### config.mk
export PLATFORM = sky130hd
export DESIGN_NAME = mac_operand_feeder_flat
export DESIGN_NICKNAME = d
export VERILOG_FILES = /design/src/rtl/mac_operand_feeder_pkg.sv /design/src/rtl/mac_operand_feeder_if.sv /design/src/rtl/mac_operand_feeder.sv /design/src/flat_wrapper.sv
export SDC_FILE = /design/constraint.sdc
export NUM_CORES = 1
export LEC_CHECK = 0
export ABC_AREA = 1
export CAP_MARGIN = 20
export CORE_MARGIN = 4
export CORE_UTILIZATION = 46
export CTS_BUF_LIST = sky130_fd_sc_hd__clkbuf_8
export CTS_CLUSTER_SIZE = 10
export DETAILED_ROUTE_END_ITERATION = 8
export PLACE_DENSITY_LB_ADDON = 0.2
export SLEW_MARGIN = 5
export SYNTH_ARGS = -nofsm -noshare
export SYNTH_HDL_FRONTEND = slang
export SYNTH_SLANG_ARGS = --single-unit
### constraint.sdc
create_clock -name clk -period 1.8 [get_ports clk]
set_clock_uncertainty 0.2 [all_clocks]
set_input_delay 0.36 -clock clk [delete_from_list [all_inputs] [get_ports clk]]
set_output_delay 0.36 -clock clk [all_outputs]
set_load 0.03 [all_outputs]
### src/rtl/mac_operand_feeder_pkg.sv
// Shared constants, state encoding and field offsets for the MAC operand path.
// The MAC reuses the lane/bias offsets to unpack the same coefficient word.
package mac_operand_feeder_pkg;

    localparam int LANE_W          = 8;
    localparam int BIAS_W          = 10;
    localparam int NUM_LANES       = 3;
    localparam int OP_W            = 10;
    localparam int BIAS_LSB        = 0;
    localparam int COEFF_LANE_BASE = BIAS_W;

    typedef enum logic [1:0] {
        IDLE  = 2'd0,
        FETCH = 2'd1,
        EMIT  = 2'd2
    } feeder_state_e;

    // Lane 0 sits in the most significant byte of the packed lane field.
    function automatic int lane_lsb(input int k);
        return (NUM_LANES - 1 - k) * LANE_W;
    endfunction

endpackage

### src/rtl/mac_operand_feeder_if.sv
// Request, RAM1 read port and operand stream of the MAC operand feeder.
// master is the feeder's view; slave is the traversal/RAM/MAC side.
interface mac_operand_feeder_if
    import mac_operand_feeder_pkg::*;
#(
    parameter int ATTR_WIDTH      = 24,
    parameter int RAM1_DATA_WIDTH = 34,
    parameter int RAM1_ADDR_WIDTH = 8
);
    logic                       req_valid;
    logic                       req_ready;
    logic [RAM1_ADDR_WIDTH-1:0] req_addr;
    logic [ATTR_WIDTH-1:0]      req_attr;

    logic                       ram1_rd_en;
    logic [RAM1_ADDR_WIDTH-1:0] ram1_rd_addr;
    logic [RAM1_DATA_WIDTH-1:0] ram1_rd_data;

    logic                       op_valid;
    logic                       op_ready;
    logic [OP_W-1:0]            op_a;
    logic [OP_W-1:0]            op_b;
    logic                       op_first;
    logic                       op_last;

    logic                       busy;

    modport master (
        input  req_valid, req_addr, req_attr, ram1_rd_data, op_ready,
        output req_ready, ram1_rd_en, ram1_rd_addr,
               op_valid, op_a, op_b, op_first, op_last, busy
    );

    modport slave (
        output req_valid, req_addr, req_attr, ram1_rd_data, op_ready,
        input  req_ready, ram1_rd_en, ram1_rd_addr,
               op_valid, op_a, op_b, op_first, op_last, busy
    );

endinterface

### src/rtl/mac_operand_feeder.sv
// Fetches one coefficient word per request and serialises it as three
// attribute x weight lane beats followed by a bias beat, with backpressure.
module mac_operand_feeder
    import mac_operand_feeder_pkg::*;
#(
    parameter int ATTR_WIDTH      = 24,
    parameter int RAM1_DATA_WIDTH = 34,
    parameter int RAM1_ADDR_WIDTH = 8
) (
    input  logic                   clk,
    input  logic                   rst_n,
    mac_operand_feeder_if.master   bus
);

    if ((RAM1_DATA_WIDTH != ATTR_WIDTH + BIAS_W) || (ATTR_WIDTH != NUM_LANES * LANE_W)) begin : g_width_check
        $error("mac_operand_feeder: coefficient/attribute widths are inconsistent");
    end

    feeder_state_e              r_state;
    feeder_state_e              w_state_next;
    logic [1:0]                 r_k;
    logic [1:0]                 w_k_next;
    logic [ATTR_WIDTH-1:0]      r_attr;
    logic [RAM1_DATA_WIDTH-1:0] r_coeff;
    logic [RAM1_DATA_WIDTH-1:0] w_coeff_src;
    logic                       r_req_ready;
    logic [RAM1_ADDR_WIDTH-1:0] r_rd_addr;

    logic                       r_op_valid;
    logic                       r_op_first;
    logic                       r_op_last;
    logic [OP_W-1:0]            r_op_a;
    logic [OP_W-1:0]            r_op_b;
    logic                       w_op_valid_next;
    logic                       w_op_first_next;
    logic                       w_op_last_next;
    logic [OP_W-1:0]            w_op_a_next;
    logic [OP_W-1:0]            w_op_b_next;

    logic                       w_accept;
    logic                       w_beat_done;
    logic [LANE_W-1:0]          w_attr_lanes [NUM_LANES];
    logic [LANE_W-1:0]          w_wt_lanes   [NUM_LANES];

    assign w_accept    = (r_state == IDLE) && r_req_ready && bus.req_valid;
    assign w_beat_done = r_op_valid && bus.op_ready;

    // In FETCH the RAM word is consumed directly so beat 0 is ready one edge later.
    assign w_coeff_src = (r_state == FETCH) ? bus.ram1_rd_data : r_coeff;

    for (genvar gi = 0; gi < NUM_LANES; gi++) begin : g_lanes
        assign w_attr_lanes[gi] = r_attr[lane_lsb(gi) +: LANE_W];
        assign w_wt_lanes[gi]   = w_coeff_src[COEFF_LANE_BASE + lane_lsb(gi) +: LANE_W];
    end

    always_comb begin
        w_state_next = r_state;
        w_k_next     = r_k;
        case (r_state)
            IDLE: begin
                if (w_accept) begin
                    w_state_next = FETCH;
                end
            end
            FETCH: begin
                w_state_next = EMIT;
                w_k_next     = 2'd0;
            end
            EMIT: begin
                if (w_beat_done) begin
                    if (r_k == 2'd3) begin
                        w_state_next = IDLE;
                    end else begin
                        w_k_next = r_k + 2'd1;
                    end
                end
            end
            default: begin
                w_state_next = IDLE;
            end
        endcase
    end

    // Next beat is a pure function of next state/k, so a stalled beat re-registers unchanged.
    always_comb begin
        w_op_valid_next = (w_state_next == EMIT);
        w_op_first_next = w_op_valid_next && (w_k_next == 2'd0);
        w_op_last_next  = w_op_valid_next && (w_k_next == 2'd3);
        w_op_a_next     = '0;
        w_op_b_next     = '0;
        if (w_op_valid_next) begin
            case (w_k_next)
                2'd0: begin
                    w_op_a_next = OP_W'(w_attr_lanes[0]);
                    w_op_b_next = OP_W'(w_wt_lanes[0]);
                end
                2'd1: begin
                    w_op_a_next = OP_W'(w_attr_lanes[1]);
                    w_op_b_next = OP_W'(w_wt_lanes[1]);
                end
                2'd2: begin
                    w_op_a_next = OP_W'(w_attr_lanes[2]);
                    w_op_b_next = OP_W'(w_wt_lanes[2]);
                end
                default: begin
                    w_op_a_next = OP_W'(1);
                    w_op_b_next = OP_W'(w_coeff_src[BIAS_LSB +: BIAS_W]);
                end
            endcase
        end
    end

    always_ff @(posedge clk or negedge rst_n) begin
        if (!rst_n) begin
            r_state     <= IDLE;
            r_k         <= '0;
            r_attr      <= '0;
            r_coeff     <= '0;
            r_req_ready <= 1'b0;
            r_rd_addr   <= '0;
            r_op_valid  <= 1'b0;
            r_op_first  <= 1'b0;
            r_op_last   <= 1'b0;
            r_op_a      <= '0;
            r_op_b      <= '0;
        end else begin
            r_state     <= w_state_next;
            r_k         <= w_k_next;
            r_req_ready <= (w_state_next == IDLE);
            r_op_valid  <= w_op_valid_next;
            r_op_first  <= w_op_first_next;
            r_op_last   <= w_op_last_next;
            r_op_a      <= w_op_a_next;
            r_op_b      <= w_op_b_next;
            if (w_accept) begin
                r_attr    <= bus.req_attr;
                r_rd_addr <= bus.req_addr;
            end
            if (r_state == FETCH) begin
                r_coeff <= bus.ram1_rd_data;
            end
        end
    end

    assign bus.req_ready    = r_req_ready;
    assign bus.ram1_rd_en   = w_accept;
    assign bus.ram1_rd_addr = w_accept ? bus.req_addr : r_rd_addr;
    assign bus.op_valid     = r_op_valid;
    assign bus.op_first     = r_op_first;
    assign bus.op_last      = r_op_last;
    assign bus.op_a         = r_op_a;
    assign bus.op_b         = r_op_b;
    assign bus.busy         = (r_state != IDLE);

endmodule
### src/flat_wrapper.sv
// flat-port wrapper written by rule: the top's interface ports become plain ports
module mac_operand_feeder_flat import mac_operand_feeder_pkg::*;
#(
    parameter int ATTR_WIDTH      = 24,
    parameter int RAM1_DATA_WIDTH = 34,
    parameter int RAM1_ADDR_WIDTH = 8
)
  (clk, rst_n, bus_req_valid, bus_req_addr, bus_req_attr, bus_ram1_rd_data, bus_op_ready, bus_req_ready, bus_ram1_rd_en, bus_ram1_rd_addr, bus_op_valid, bus_op_a, bus_op_b, bus_op_first, bus_op_last, bus_busy);
  mac_operand_feeder_if #(.ATTR_WIDTH(ATTR_WIDTH), .RAM1_DATA_WIDTH(RAM1_DATA_WIDTH), .RAM1_ADDR_WIDTH(RAM1_ADDR_WIDTH)) bus_i ();
  input  logic clk;
  input  logic rst_n;
  input wire logic [$bits(bus_i.req_valid)-1:0] bus_req_valid;
  input wire logic [$bits(bus_i.req_addr)-1:0] bus_req_addr;
  input wire logic [$bits(bus_i.req_attr)-1:0] bus_req_attr;
  input wire logic [$bits(bus_i.ram1_rd_data)-1:0] bus_ram1_rd_data;
  input wire logic [$bits(bus_i.op_ready)-1:0] bus_op_ready;
  output wire logic [$bits(bus_i.req_ready)-1:0] bus_req_ready;
  output wire logic [$bits(bus_i.ram1_rd_en)-1:0] bus_ram1_rd_en;
  output wire logic [$bits(bus_i.ram1_rd_addr)-1:0] bus_ram1_rd_addr;
  output wire logic [$bits(bus_i.op_valid)-1:0] bus_op_valid;
  output wire logic [$bits(bus_i.op_a)-1:0] bus_op_a;
  output wire logic [$bits(bus_i.op_b)-1:0] bus_op_b;
  output wire logic [$bits(bus_i.op_first)-1:0] bus_op_first;
  output wire logic [$bits(bus_i.op_last)-1:0] bus_op_last;
  output wire logic [$bits(bus_i.busy)-1:0] bus_busy;
  assign bus_i.req_valid = bus_req_valid;
  assign bus_i.req_addr = bus_req_addr;
  assign bus_i.req_attr = bus_req_attr;
  assign bus_i.ram1_rd_data = bus_ram1_rd_data;
  assign bus_i.op_ready = bus_op_ready;
  assign bus_req_ready = bus_i.req_ready;
  assign bus_ram1_rd_en = bus_i.ram1_rd_en;
  assign bus_ram1_rd_addr = bus_i.ram1_rd_addr;
  assign bus_op_valid = bus_i.op_valid;
  assign bus_op_a = bus_i.op_a;
  assign bus_op_b = bus_i.op_b;
  assign bus_op_first = bus_i.op_first;
  assign bus_op_last = bus_i.op_last;
  assign bus_busy = bus_i.busy;
  mac_operand_feeder #(.ATTR_WIDTH(ATTR_WIDTH), .RAM1_DATA_WIDTH(RAM1_DATA_WIDTH), .RAM1_ADDR_WIDTH(RAM1_ADDR_WIDTH)) u_core (.clk(clk), .rst_n(rst_n), .bus(bus_i));
endmodule
=== Word-level counts from Yosys, hierarchy flattened ===
Index checks and enable logic that the tools add are counted.

* Bits in registers: 94
* Latch bits: 0
* Memory bits (writable): 0
* Memory bits (read-only): 0
* Input bits: 70
* Output and inout port bits: 34
* Word-level logic and storage cells: 41
* Memories: 0

* Add/subtract/negate cells: 1
* $mul: 0
* Div/mod/pow operators: 0
* Magnitude comparators: 0
* Eq/ne operators: 7
* Shift operators: 0
* Multiplexer cells: 13
* Bitwise operators: 0
* Reduce and logical (&&, ||, !) cells: 9

{| class="wikitable"
|+ Operators by type and width
! operator !! number
|-
| two-way mux 34 bit || 1
|-
| case mux 10 bit (3 select lines) || 1
|-
| case mux 8 bit (3 select lines) || 1
|-
| two-way mux 10 bit || 2
|-
| equality test 2 bit (second input constant) || 5
|-
| two-way mux 2 bit || 5
|-
| two-way mux 8 bit || 1
|-
| zero test 2 bit || 3
|-
| case mux 2 bit (3 select lines) || 1
|-
| logical AND 1 bit || 5
|-
| equality test 2 x 1 -> 1 bit (second input constant) || 2
|-
| case mux 2 bit (2 select lines) || 1
|-
| adder 2 x 1 -> 2 bit (second input constant) || 1
|-
| nonzero test 2 bit || 1
|}

=== Longest topological paths before layout ===
* Word-level depth: 7
* Gate-level depth with buffers: 12
* Gate-level depth less buffers: 12

=== Least setup slack after synthesis ===
No wires, ideal clock.

* Path type: register to output
* Start point: register u_core.r_state[1]
* End point: output port bus_ram1_rd_addr[0]
* Arrival: 1.791 ns
* Data required time: 1.240 ns
* Slack: -0.551 ns
* Cell stages (with the launch flop): 8
* Buffers on the path: 1
* Cell sequence: dfrtp_1 > inv_1 > ha_1 > nand3_1 > clkinv_1 > clkbuf_1 > nand2_1 > nand2_1

* Longest elaborated chain between the ends: 4

{| class="wikitable"
|+ RTL lines
! what !! RTL line !! source
|-
| from (decl) || mac_operand_feeder.sv:19 || <nowiki>feeder_state_e r_state;</nowiki>
|-
| from (signal assigned) || mac_operand_feeder.sv:127 || <nowiki>r_state <= w_state_next;</nowiki>
|-
| zero test 2 bit || mac_operand_feeder.sv:45 || <nowiki>assign w_accept = (r_state == IDLE) && r_req_ready && bus.req_valid;</nowiki>
|-
| logical AND 1 bit (2 in a row) || mac_operand_feeder.sv:45 ||
|-
| named net bus_ram1_rd_en || flat_wrapper.sv:18 || <nowiki>output wire logic [$bits(bus_i.ram1_rd_en)-1:0] bus_ram1_rd_en;</nowiki>
|-
| two-way mux 8 bit || mac_operand_feeder.sv:147 || <nowiki>assign bus.ram1_rd_addr = w_accept ? bus.req_addr : r_rd_addr;</nowiki>
|-
| to (decl) || flat_wrapper.sv:19 || <nowiki>output wire logic [$bits(bus_i.ram1_rd_addr)-1:0] bus_ram1_rd_addr;</nowiki>
|}

The timed path passes the listed nets, and every way through them passes these cells.

=== Worst setup path in the final report ===
* Start point: register u_core.r_state[1]
* End point: output port bus_ram1_rd_addr[6]

* Longest elaborated chain between the ends: 4

{| class="wikitable"
|+ RTL lines
! what !! RTL line
|-
| zero test 2 bit || mac_operand_feeder.sv:45
|-
| logical AND 1 bit (2 in a row) || mac_operand_feeder.sv:45
|-
| two-way mux 8 bit || mac_operand_feeder.sv:147
|}

No other way between the ends.

==> impl_metrics.ini <==
[clock_network]
h-tree-depth = 3
cts_buffer_depth = 2
clk_latency_ns = 0.35
cts_buffers = 9
root_buffer = clkbuf_8
cts_tree = yes
cts_sinks = 92
clk_pin_slew_worst_paths_ns = 0.09

[timing]
setup_ws_ns = -0.277
fmax_mhz = 481
maxSlewViolCount = 0
post-route-period-util_pct = 115
layout_min_cycle_time_ns = 2.08
rsz0062_at_grt = yes
finalHoldViolCount = 0
setup-violations-final = 31
hold_slack_ns = 0.278

[setup_path]
cp-startpoint = u_core.r_state[1]
crit_chain = inv_2 -> ha_4 -> nand3_4 -> buf_12 -> nand2_4 -> nand2_4 -> buf_6
crit_path_start_kind = flip-flop
cpMostUsedCell = nand2_4
max_stage_delay_ns = 0.40
r2r_setup_slack_ns = -0.16
r2r_start = u_core.r_state[1]
endpoint = bus_ram1_rd_addr[6]
r2r_end = u_core.bus.op_b[5]
path_delay_family = flip-flops
critPathRequiredTime_ns = 1.24
reg2reg_depth = 10
path_depth = 7
arrival_ns = 1.52
critPathSlowestCell = dfrtp_1
crit_path_end_kind = primary output
critical_path_class = reg2out
crit_path_max_fanout = 8
worst-path-buf-inv = 3

[min_path]
hold_class = reg2reg

[floorplanning]
rows = 34
start_util_pct = 46.8
io-pin-count = 104
core_sq_um = 8680
die_w_microns = 102
die_area_sq_um = 10400
die_h_microns = 102

[drt]
drt_iter0_drc = 83
drtAntennaViolNets = 0
drtPass1Iterations = 4
detail_route.wirelength_microns = 10400
routedWlPerCell_microns = 14.1
route.vias.total = 3620
vias_per_cell = 4.89
remaining_drc_errors = 0

[placement]
dp_hpwl_microns = 6620
io_buffers = 101
dpl_worst_slack_ns = -0.353
place_area_sq_um = 5430
place.gp.congestion = 0.833

[global_route]
antenna_found_initial = 0
grt_pass1_wl_microns = 17100
grt_max_degree = 93
gr-total-overflow = 0
first_global_vias = 3658
grt_use_total_pct = 20.9

[flow_run]
drv_cap = 0

[finish]
nets = 701
multi_input_area_sq_um = 1880
postLayoutCoreUtil_pct = 72.5
final_common_cell = nand2_1
layout_common_cells = nand2_1 (168), dfrtp_1 (92), clkdlybuf4s50_1 (68), inv_1 (34)
regArea_sq_um = 2300
area_growth_pct = 54.9
antenna_cells = 0
drive_above_1_share_pct = 29.1
postLayoutCellArea_sq_um = 6290
nFillCells = 683

[synthesis]
ys_seq_elements = 92
syn_area_sq_um = 4060
syn_inst = 489
yosys_warnings = 0
synth.distinct_cells = 25
ys_seq_area_share_pct = 56.7
avgSynthCellArea_sq_um = 8.31

[power_and_ir_drop]
p_leak_uw = 0.00324
power_uw = 10900
vdd_drop_max_uv = 980
power.density_nw_per_um2 = 1720

[status]
failed_checks = setup timing
outcome = complete, but fails checks
[layer usage]
metal	GRT usage (%)	share of wire [%]
met3	4.64	7.0
met4	6.96	1.3
met2	35.0	50
met1	27.2	42
met5	0	0
[worst min-delay path, delay by kind of cell, from the launching register on]
family | cells | cell delay, ns
AO/OA/AOI/OAI | 1 | 0.06
buffers and inverters | 1 | 0.04
flip-flops | 1 | 0.35
[area by class of cell]
class                           instances  area share (%)
Multi-Input combinational cell        331            29.9
Sequential cell                        92            36.6
Tap cell                              108            2.15
Inverter                               45            2.96
Clock inverter                          6            1.11
Clock buffer                           10            2.19
Timing Repair Buffer                  148            25.2
[logic make-up after synthesis]
group	share of synthesized area (%)
AND/OR/NAND/NOR	30.5
flip-flops	56.7
buffers and inverters	7.94
adder cells (fa/ha/maj)	1.23
AO/OA/AOI/OAI	3.57
other	0.0923
[registers in the layout, indices dropped and copies added (netlist names)]
register,flops
u_core.bus.req_ready,1
u_core.bus.op_a,8
u_core.r_rd_addr,8
u_core.bus.op_valid,1
u_core.bus.op_b,10
u_core.r_attr,24
u_core.bus.op_first,1
u_core.r_coeff,34
u_core.r_k,2
u_core.bus.op_last,1
u_core.r_state,2
[power breakdown]
part	total [uW]	internal, uW	switching [uW]
combinational	6030	2650	3380
clock	1420	692	728
sequential	3410	2970	433
[per-stage QoR]
stage                     TNS [ns]  cells
final                        -4.67    740
after global routing         -7.55    740
after CTS                    -4.56    738
after detailed placement     -8.81    702
after global placement       -8.32    702
after floorplan              -1.32    490
[cells in the mapped netlist]
master / instances / share of area (%)
a21oi_1: 8 / 0.99
buf_2: 3 / 0.37
buf_4: 6 / 1.1
buf_6: 5 / 1.4
clkbuf_1: 10 / 0.92
clkinv_1: 1 / 0.092
conb_1: 1 / 0.092
dfrtp_1: 92 / 57
ha_1: 4 / 1.2
inv_1: 43 / 4.0
inv_2: 1 / 0.092
nand2_1: 211 / 19
nand2_4: 2 / 0.55
nand3_1: 35 / 4.3
nand3_4: 1 / 0.43
nand4_1: 4 / 0.62
nor2_1: 26 / 2.4
nor2_2: 2 / 0.31
nor2_4: 1 / 0.28
nor3_1: 1 / 0.12
o21a_1: 4 / 0.74
o21ai_0: 14 / 1.7
o21ai_1: 1 / 0.12
or2_1: 1 / 0.15
or2_2: 12 / 1.8
[worst min-delay path by stage]
stage	from	end	slack, ns	cells after the start
floorplan	rst_n	u_core.bus.op_a[0]	-0.14	0
global placement	rst_n	u_core.r_coeff[3]	0.24	2
detailed placement	rst_n	u_core.r_coeff[3]	0.24	2
CTS	u_core.r_coeff[21]	u_core.r_coeff[21]	0.28	2
global route	u_core.r_coeff[5]	u_core.r_coeff[5]	0.29	2
finish	u_core.r_coeff[1]	u_core.r_coeff[1]	0.28	2
[what timing repair did]
action | CTS | global route
gates cloned | 6 | 0
gates resized for setup | 115 | 46
pin swaps | 25 | 20
buffers inserted | 15 | 3
hold buffers | 1 | 0
setup endpoints to repair | 53 | 41
endpoints found under the hold margin | 92 | 0
Power figures use the tool's default switching activity.
==> variant: new RTL, config.mk and constraints unchanged <==
`RAM1_ADDR_WIDTH` is set to 8 in 3 places; all go to 9.
--- a/src/rtl/mac_operand_feeder_if.sv
+++ b/src/rtl/mac_operand_feeder_if.sv
@@ -5,7 +5,7 @@
 #(
     parameter int ATTR_WIDTH      = 24,
     parameter int RAM1_DATA_WIDTH = 34,
-    parameter int RAM1_ADDR_WIDTH = 8
+    parameter int RAM1_ADDR_WIDTH = 9
 );
     logic                       req_valid;
     logic                       req_ready;
--- a/src/rtl/mac_operand_feeder.sv
+++ b/src/rtl/mac_operand_feeder.sv
@@ -5,7 +5,7 @@
 #(
     parameter int ATTR_WIDTH      = 24,
     parameter int RAM1_DATA_WIDTH = 34,
-    parameter int RAM1_ADDR_WIDTH = 8
+    parameter int RAM1_ADDR_WIDTH = 9
 ) (
     input  logic                   clk,
     input  logic                   rst_n,
--- a/src/flat_wrapper.sv
+++ b/src/flat_wrapper.sv
@@ -3,7 +3,7 @@
 #(
     parameter int ATTR_WIDTH      = 24,
     parameter int RAM1_DATA_WIDTH = 34,
-    parameter int RAM1_ADDR_WIDTH = 8
+    parameter int RAM1_ADDR_WIDTH = 9
 )
   (clk, rst_n, bus_req_valid, bus_req_addr, bus_req_attr, bus_ram1_rd_data, bus_op_ready, bus_req_ready, bus_ram1_rd_en, bus_ram1_rd_addr, bus_op_valid, bus_op_a, bus_op_b, bus_op_first, bus_op_last, bus_busy);
   mac_operand_feeder_if #(.ATTR_WIDTH(ATTR_WIDTH), .RAM1_DATA_WIDTH(RAM1_DATA_WIDTH), .RAM1_ADDR_WIDTH(RAM1_ADDR_WIDTH)) bus_i ();
Ports: changed (resized bus_ram1_rd_addr and bus_req_addr); port bits go from 104 to 106. No check against the original RTL was run, so the function may have changed too.
==> variant against the original RTL <==
The flow still finishes with violations (setup timing). Combinational power is 6.8% higher. Routed wire length is 4.9% higher. Design area grew 0.48%. Total power rose by 3.1%. Clock power decreased by 8%. Sequential cell count is 1 higher. Final cell count rose by 1.1%. Via count shrank 0.25%. Critical path depth is the same. Synthesized area grew 0.18%. Setup slack lost 0.0021 ns.
==> variant: results (changes against the original RTL) <==
| Metric | Value |
|---|---|
| Initial antenna violation count | `0 (unchanged)` |
| Count of different cell masters after synthesis | `24 (-4.0%)` |
| Grt met1 use | `26.8% (-0.33 points)` |
| Failing checks | `setup timing` |
| Hold Slack | `0.274 ns (-0.00406 ns)` |
| Final TNS setup | `-6.47 ns (-1.81 ns)` |
| Via-to-Cell Ratio | `4.83 (-1.3%)` |
| Pleak | `3.22 nW (-0.48%)` |
| Register area share after synthesis | `57.2% (+0.51 points)` |
| Synth area leaders | `dfrtp_1 (57%), nand2_1 (21%), nand3_1 (4.2%)` |
| Post-CTS Setup Inserts | `13 (-2)` |
| Min-delay src | `u_core.r_coeff[2]` |
| Worst setup margin | `-0.279 ns (-0.00214 ns)` |
| P_seq | `0.00345 W (+1%)` |
| Post-DP Area | `0.00544 mm² (+0.25%)` |
| Post-synthesis compound-gate area fraction | `3.78% (+0.21 points)` |
| Met3 WL | `807 µm (+11%)` |
| Port bufs | `103 (+2.0%)` |
| Worst Setup SP | `u_core.r_state[1]` |
| First-pass GRT wire length | `16200 µm (-5.0%)` |
| RR Startpoint | `u_core.r_state[0]` |
| Post-synth top cells | `nand2_1 (223), dfrtp_1 (93), inv_1 (44)` |
| Status | `complete, but fails checks` |
| Mapped Avg Cell Area | `8.28 µm² (-0.43%)` |
| Hpwl dp | `6500 µm (-1.7%)` |
| Post-Synth Adder-Cell Area | `1.23% (-0.0023 points)` |
| P_int | `0.00639 W (+1.2%)` |
| Peak supply drop | `1260 µV (+28%)` |
| WL met1 | `4510 µm (+3.7%)` |
| Largest net degree at the start of global routing | `94 (+1.1%)` |
| Setup slack, reg-to-reg | `-0.24 ns (-0.08 ns)` |
| Inst Count DP | `708 (+0.85%)` |
| GR Util met2 | `33.2% (-1.7 points)` |
| Final Wtd Congestion | `0.835 (+0.17%)` |
| 1st-iter DRT viols | `132 (+59%)` |
| Sw Share | `42.9% (+1.0 points)` |
| WL met2 | `5470 µm (+5.5%)` |
| Largest Register | `u_core.r_coeff` |
| Non-filler cells, final | `748 (+1.1%)` |
| Share of layout cells above drive strength 1 | `28.6% (-0.52 points)` |
| Setup Viol. Count Final | `31 (unchanged)` |
| Clk slew on worst S/H paths | `0.09 ns (about the same)` |
| Pre-CTS setup slack | `-0.340 ns (+0.0126 ns)` |
| WL/cell | `14.6 µm (+3.8%)` |
| Grt met3 use | `4.57% (-0.068 points)` |
| Fillers | `692 (+1.3%)` |
| Clock-net power | `0.00130 W (-8%)` |
| Vias in the first global route | `3452 (-5.6%)` |
| GRT Total Usage | `20.0% (-0.88 points)` |
| CTS resizes | `93 (-19%)` |
| Worst Reg2Reg Path Length in Cells | `11 (+1)` |
| CP max FO | `5 (-3)` |
| Num CTS Buffers | `9 (unchanged)` |
-- variant: cells by family (layout without fill, tap and decap cells) --
group / Yosys count / count (layout)
adder cells (fa/ha/maj): 4 / 4
AO/OA/AOI/OAI: 28 / 28
buffers and inverters: 70 / 217
AND/OR/NAND/NOR: 296 / 296
flip-flops: 93 / 93
other: 1 / 2
-- variant: final timing paths --
check                                           end
max in group asynchronous         u_core.r_state[1]
worst min register to register    u_core.r_coeff[2]
worst max-delay path            bus_ram1_rd_addr[2]
worst max register to register   u_core.bus.op_b[2]
worst min-delay path              u_core.r_coeff[2]
min in group asynchronous        u_core.r_coeff[15]
-- variant: worst min-delay path: stages (launching register included) --
cell,delay [ns]
dfrtp_1,0.35
o21ai_2,0.06
inv_1,0.04
-- variant: cell type report --
cell class	count	area, µm²	share of cell area [%]
repair buffers	154	1640	25.9
inverters	47	194	3.07
multi-input cells	330	1850	29.3
clock inverters	7	57.6	0.910
clock buffers	9	124	1.96
well taps	108	135	2.14
flip-flops and latches	93	2330	36.8
